$ cat src/rtl/expr_share_arbiter.sv
// Two-requester round-robin front end for a shared combinational datapath.
// Operands are registered into dp_ops; the datapath result is captured after LAT settle cycles.
module expr_share_arbiter #(
  parameter int unsigned OPW  = 60,
  parameter int unsigned RESW = 90,
  parameter int unsigned LAT  = 0
) (
  input  logic            clk,
  input  logic            reset,
  input  logic            req0_valid,
  output logic            req0_ready,
  input  logic [OPW-1:0]  req0_ops,
  input  logic            req1_valid,
  output logic            req1_ready,
  input  logic [OPW-1:0]  req1_ops,
  output logic [OPW-1:0]  dp_ops,
  input  logic [RESW-1:0] dp_res,
  output logic            rsp_valid,
  input  logic            rsp_ready,
  output logic            rsp_id,
  output logic [RESW-1:0] rsp_data,
  output logic            busy,
  output logic [15:0]     done_cnt
);

  typedef enum logic [1:0] {
    IDLE,
    EVAL,
    RESP
  } state_t;

  state_t      state;
  logic        last_grant;
  logic [1:0]  wait_cnt;
  logic        grant;
  logic        any_valid;

  // On a tie the requester that did not win last time goes first.
  always_comb begin
    any_valid = req0_valid | req1_valid;
    if (req0_valid && req1_valid) begin
      grant = ~last_grant;
    end else begin
      grant = ~req0_valid;
    end
  end

  always_comb begin
    req0_ready = 1'b0;
    req1_ready = 1'b0;
    if (!reset && state == IDLE) begin
      req0_ready = req0_valid & ~grant;
      req1_ready = req1_valid & grant;
    end
  end

  assign busy = (state != IDLE);

  always_ff @(posedge clk) begin
    if (reset) begin
      state      <= IDLE;
      dp_ops     <= '0;
      rsp_data   <= '0;
      rsp_id     <= 1'b0;
      rsp_valid  <= 1'b0;
      last_grant <= 1'b1;
      wait_cnt   <= '0;
      done_cnt   <= '0;
    end else begin
      unique case (state)
        IDLE: begin
          if (any_valid) begin
            dp_ops     <= grant ? req1_ops : req0_ops;
            rsp_id     <= grant;
            last_grant <= grant;
            wait_cnt   <= 2'(LAT);
            state      <= EVAL;
          end
        end
        EVAL: begin
          if (wait_cnt != '0) begin
            wait_cnt <= wait_cnt - 2'd1;
          end else begin
            rsp_data  <= dp_res;
            rsp_valid <= 1'b1;
            state     <= RESP;
          end
        end
        RESP: begin
          if (rsp_ready) begin
            rsp_valid <= 1'b0;
            done_cnt  <= done_cnt + 16'd1;
            state     <= IDLE;
          end
        end
        default: state <= IDLE;
      endcase
    end
  end

endmodule

$ cat config.mk
export PLATFORM = sky130hd
export DESIGN_NAME = expr_share_arbiter
export DESIGN_NICKNAME = d
export VERILOG_FILES = /design/src/rtl/expr_share_arbiter.sv
export SDC_FILE = /design/constraint.sdc
export NUM_CORES = 1
export LEC_CHECK = 0
export CORE_AREA = 2 2 152 154
export CTS_BUF_LIST = sky130_fd_sc_hd__clkbuf_16
export CTS_CLUSTER_SIZE = 16
export DETAILED_ROUTE_END_ITERATION = 10
export DIE_AREA = 0 0 154 156
export MAX_ROUTING_LAYER = met4
export PLACE_DENSITY_LB_ADDON = 0.12
export SETUP_SLACK_MARGIN = 0.02
export SYNTH_ARGS = -nofsm -noshare
export SYNTH_HDL_FRONTEND = slang
export SYNTH_SLANG_ARGS = --single-unit
$ cat constraint.sdc
create_clock -name clk -period 3.47 [get_ports clk]
set_input_delay 0.5205 -clock clk [delete_from_list [all_inputs] [get_ports clk]]
set_output_delay 0.5205 -clock clk [all_outputs]
set_load 0.05 [all_outputs]
## After elaboration in Yosys (flattened, before gate mapping)

Cells that the tools add are included.
Widths: inputs -> output; s select.

| word-level totals | value |
|---|---|
| register bits | 173 |
| logic and storage cells | 51 |
| latch bits | 0 |
| ROM bits | 0 |
| memories | 0 |
| output and inout bits | 171 |
| input bits | 215 |
| bits in writable memories | 0 |

| cells by class | value |
|---|---|
| $add $sub $neg | 2 |
| reduce and logical (&&, ||, !) cells | 14 |
| magnitude comparators | 0 |
| multiply operators | 0 |
| equality and inequality tests | 6 |
| bitwise logic cells | 7 |
| divide/modulo/power cells | 0 |
| multiplexer cells | 14 |
| shifts and indexed selects | 0 |

Operator list:

| kind | count |
|---|---|
| $mux 60 | 1 |
| $add 16x1->16 const B | 1 |
| $mux 2 | 5 |
| $reduce_and 3->1 | 3 |
| $ne 2x2->1 const B | 4 |
| $reduce_bool 2->1 | 4 |
| $pmux 2 s3 | 1 |
| $reduce_and 2->1 | 3 |
| $mux 1 | 5 |
| $not 1->1 | 4 |
| $pmux 2 s2 | 1 |
| $and 1x1->1 | 2 |
| $eq 2x1->1 const B | 1 |
| $eq 2x2->1 const B | 1 |
| $logic_and 1x1->1 | 2 |
| $logic_not 2->1 | 1 |
| $pmux 1 s2 | 1 |
| $sub 2x1->2 const B | 1 |
| $logic_not 1->1 | 1 |
| $or 1x1->1 | 1 |

## Longest topological paths before layout

| logic depth | value |
|---|---|
| depth after elaboration | 5 |
| depth in mapped cells | 8 |
| gate-level depth less buffers | 6 |

## Worst setup path before layout

No wires, ideal clock.

| timing path | value |
|---|---|
| path kind | in2out |
| start | input port req1_valid |
| end | output port req1_ready |
| slack | 0.016 ns |
| arrival time | 2.933 ns |
| required time | 2.949 ns |
| path buffers | 2 |
| cell stages on the path | 5 |
| cell sequence | inv_1 o21ai_0 buf_2 buf_1 nor4b_1 |

| on the way | value |
|---|---|
| cells in the longest elaborated chain, start to end | 4 |

RTL lines:

| item | RTL line | source |
|---|---|---|
| start, declared | 13 | `input logic req1_valid,` |
| $logic_and 1x1->1 | 41 | `if (req0_valid && req1_valid) begin` |
| $mux 1 | 41 |  |
| $and 1x1->1 (*) | 53 | `req1_ready = req1_valid & grant;` |
| $mux 1 (*) | 51 | `if (!reset && state == IDLE) begin` |
| end, declared | 14 | `output logic req1_ready,` |

Mark *: on every way between the ends. The rest lies on a longest branch, timed or not.

## Worst setup path after layout

| timing path | value |
|---|---|
| start | register state[1] |
| end | output port busy |

| on the way | value |
|---|---|
| cells in the longest elaborated chain, start to end | 1 |

RTL lines:

| item | RTL line | source |
|---|---|---|
| start, declared | 32 | `state_t state;` |
| start signal, assigned | 61 | `state <= IDLE;` |
| start signal, assigned | 77 | `state <= EVAL;` |
| start signal, assigned | 86 | `state <= RESP;` |
| $reduce_bool 2->1 | 57 | `assign busy = (state != IDLE);` |
| end, declared | 22 | `output logic busy,` |

Every way passes these cells.

==> results.yml <==
synth:
  synth_seq_cells: 173
  seq_area_frac_synth_pct: 51.5
  yosysUniqueCellTypes: 33
  synth_area_mm2: 0.00672
  ys_warn_count: 0
  syn_nets: 1007
  synth.top_cell.area_share_pct: 51.5
  syn_area_per_cell_um2: 8.51
  synthCells: 790
  synth_area_leaders: "dfxtp_1 (52%), nand2_1 (11%), mux2i_1 (8.9%)"
  synth_top_area_cell: "dfxtp_1"
final_layout:
  final_cell_mix: "clkdlybuf4s50_1 (382), nand2_1 (190), dfxtp_1 (173)"
  instances_no_fill: 1439
  diodes: 0
  nNetsFinal: 1358
  final_common_cell: "clkdlybuf4s50_1"
  drive_gt1_share_pct: 4.59
  area_growth_pct: 69.2
timing:
  setup_tns_ns: 0
  slew_headroom_pct: 48.9
  worst_slew_pin_slew_ns: 0.765
  period_minus_slack_ns: 2.71
  skew_ns: 0.0160
  final_max_slew_viol_count: 0
  finalSetupViolCount: 0
  period_share_pct: 78.0
  hold_viol_final: 0
  rsz0062_at_grt: "false"
  max_freq_mhz: 369
  fin_ws_ns: 0.763
global_routing:
  gr-usage-all-layers_pct: 18.9
  grt_first_pass_wirelength_mm: 34.5
  grt-ovfl-total: 0
  grt_max_degree: 123
  grt_pass1_vias: 6247
  antenna_found_initial: 0
pwr:
  power_switching_mw: 2.11
  ir_drop_uv: 287
  switching_share_pct: 35.6
  p_per_area_mw_per_mm2: 521
  seq_power_share_pct: 38.4
  comb_power_share_pct: 31.6
  power_frac_clock_pct: 30.0
  p_leak_nw: 4.25
  internal_power_mw: 3.82
outcome:
  status: "completed"
floorplan:
  die_y_um: 156
  start_util_pct: 30.1
  placementRows: 55
  ioPinCount: 386
  fp.dieArea_mm2: 0.0240
  die_x_um: 154
  core_mm2: 0.0224
clocking:
  clock_sinks: 173
  hold_buffers: 0
  htree_num_levels: 4
  cts_buffer_depth: 2
  tritoncts: "done"
  cts_inserted_buffers: 17
  clock_latency_ns: 0.43
  clk_pin_slew_worst_paths_ns: 0.07
  cts_resized: 0
  cts_setup_buffers: 0
  clock-root-buffer: "clkbuf_16"
route:
  routedWlPerCell_um: 15.9
  num_vias: 6620
  viasPerCell: 4.60
  antenna_left: 0
  drtIter0Drc: 305
  drc: 0
  drt_wl_total_mm: 22.9
  drt_first_pass_iters: 4
critical_path:
  critPathKind: "register to output pin"
  worstPathRequired_ns: 2.95
  end_kind: "output pin"
  cp-start-kind: "register"
  critical_path.max_fanout: 15
  arrival_ns: 2.19
min_path:
  hp-class: "register to register"
placed_design:
  hpwlAfterDp_mm: 16.5
  place_ws_ns: 1.09
  port-buffer-count: 385
  dp_cells: 1407
  place_congestion: 0.762
job:
  cap_violations: 0
-- kinds of logic after synthesis --
family | count (synthesis) | share of synthesized area [%]
adders and majority gates | 2 | 0.372
DFF | 173 | 51.5
buffers and inverters | 69 | 4.02
muxes | 63 | 9.43
xor gates and xnor gates | 10 | 1.30
AOI/OAI and AO/OA | 166 | 14.7
and+or+nand+nor | 307 | 18.6
-- registers in the layout (all words and copies together) (netlist names) --
register,cells
done_cnt,16
dp_ops,60
last_grant,1
rsp_data,90
rsp_id,1
rsp_valid,1
state,2
wait_cnt,2
-- cell usage after synthesis --
cell	instances
a2111oi_0	1
a211oi_1	60
a21oi_1	98
and3b_1	1
and4_2	1
and4b_1	1
buf_1	5
buf_2	9
clkbuf_1	48
dfxtp_1	173
ha_1	2
inv_1	7
mux2_2	3
mux2i_1	60
nand2_1	190
nand2b_1	2
nand3_1	5
nand3b_1	1
nand4_1	1
nand4_2	1
nor2_1	81
nor2b_1	3
nor3_1	9
nor4_1	3
nor4b_1	2
o21ai_0	5
o21bai_1	1
o31a_1	1
or2_2	1
or3_1	4
or4_4	1
xnor2_1	8
xor2_1	2
-- area by class of cell --
| type | instances | area [um2] |
|---|---|---|
| fill | 2178 | 11000 |
| timing repair buffer | 394 | 3970 |
| sequential | 173 | 3460 |
| multi-input combinational | 548 | 3020 |
| clock buffer | 17 | 425 |
| tap | 285 | 357 |
| clock inverter | 15 | 115 |
| inverter | 7 | 26.3 |
-- stage by stage --
stage	instance area, um2	util (%)	total power [mW]	hold slack (ns)
floorplan	6730	-	3.44	0.450
global placement	10800	48.4	4.21	0.441
detailed placement	10800	48.4	4.21	0.446
CTS	11400	50.9	6.01	0.455
global route	11400	50.9	6.23	0.474
finish	11400	50.9	5.93	0.454
-- final timing paths --
check        cells after the start           end  slack [ns]          from
max                              3          busy        0.76      state[1]
min                              2  rsp_data[37]        0.45  rsp_data[37]
max reg2reg                      4  done_cnt[15]        1.48   done_cnt[3]
min reg2reg                      2  rsp_data[37]        0.45  rsp_data[37]
-- power groups by stage --
stage,Sequential [mW],Clock [mW],Combinational [mW]
2_1_floorplan,2.96,0,0.484
3_3_place_gp,2.32,0,1.89
3_5_place_dp,2.32,0,1.89
4_1_cts,2.28,1.83,1.89
5_1_grt,2.31,1.93,1.99
6_report,2.28,1.78,1.87
-- routing by layer --
| layer | track usage, % | up-vias | wire length [um] |
|---|---|---|---|
| met4 | 4.85 | 0 | 278 |
| met3 | 7.64 | 15 | 2210 |
| met2 | 30.9 | 268 | 10900 |
| li1 | - | 3376 | - |
| met1 | 21.7 | 2961 | 9550 |
| met5 | - | - | 0 |
-- critical path: stages, from the launching register on --
cell and delay [ns]:
dfxtp_1 0.62, nor2_1 0.10, inv_1 0.19, clkdlybuf4s50_1 0.86
No activity file was read; power rests on OpenSTA's default activity.
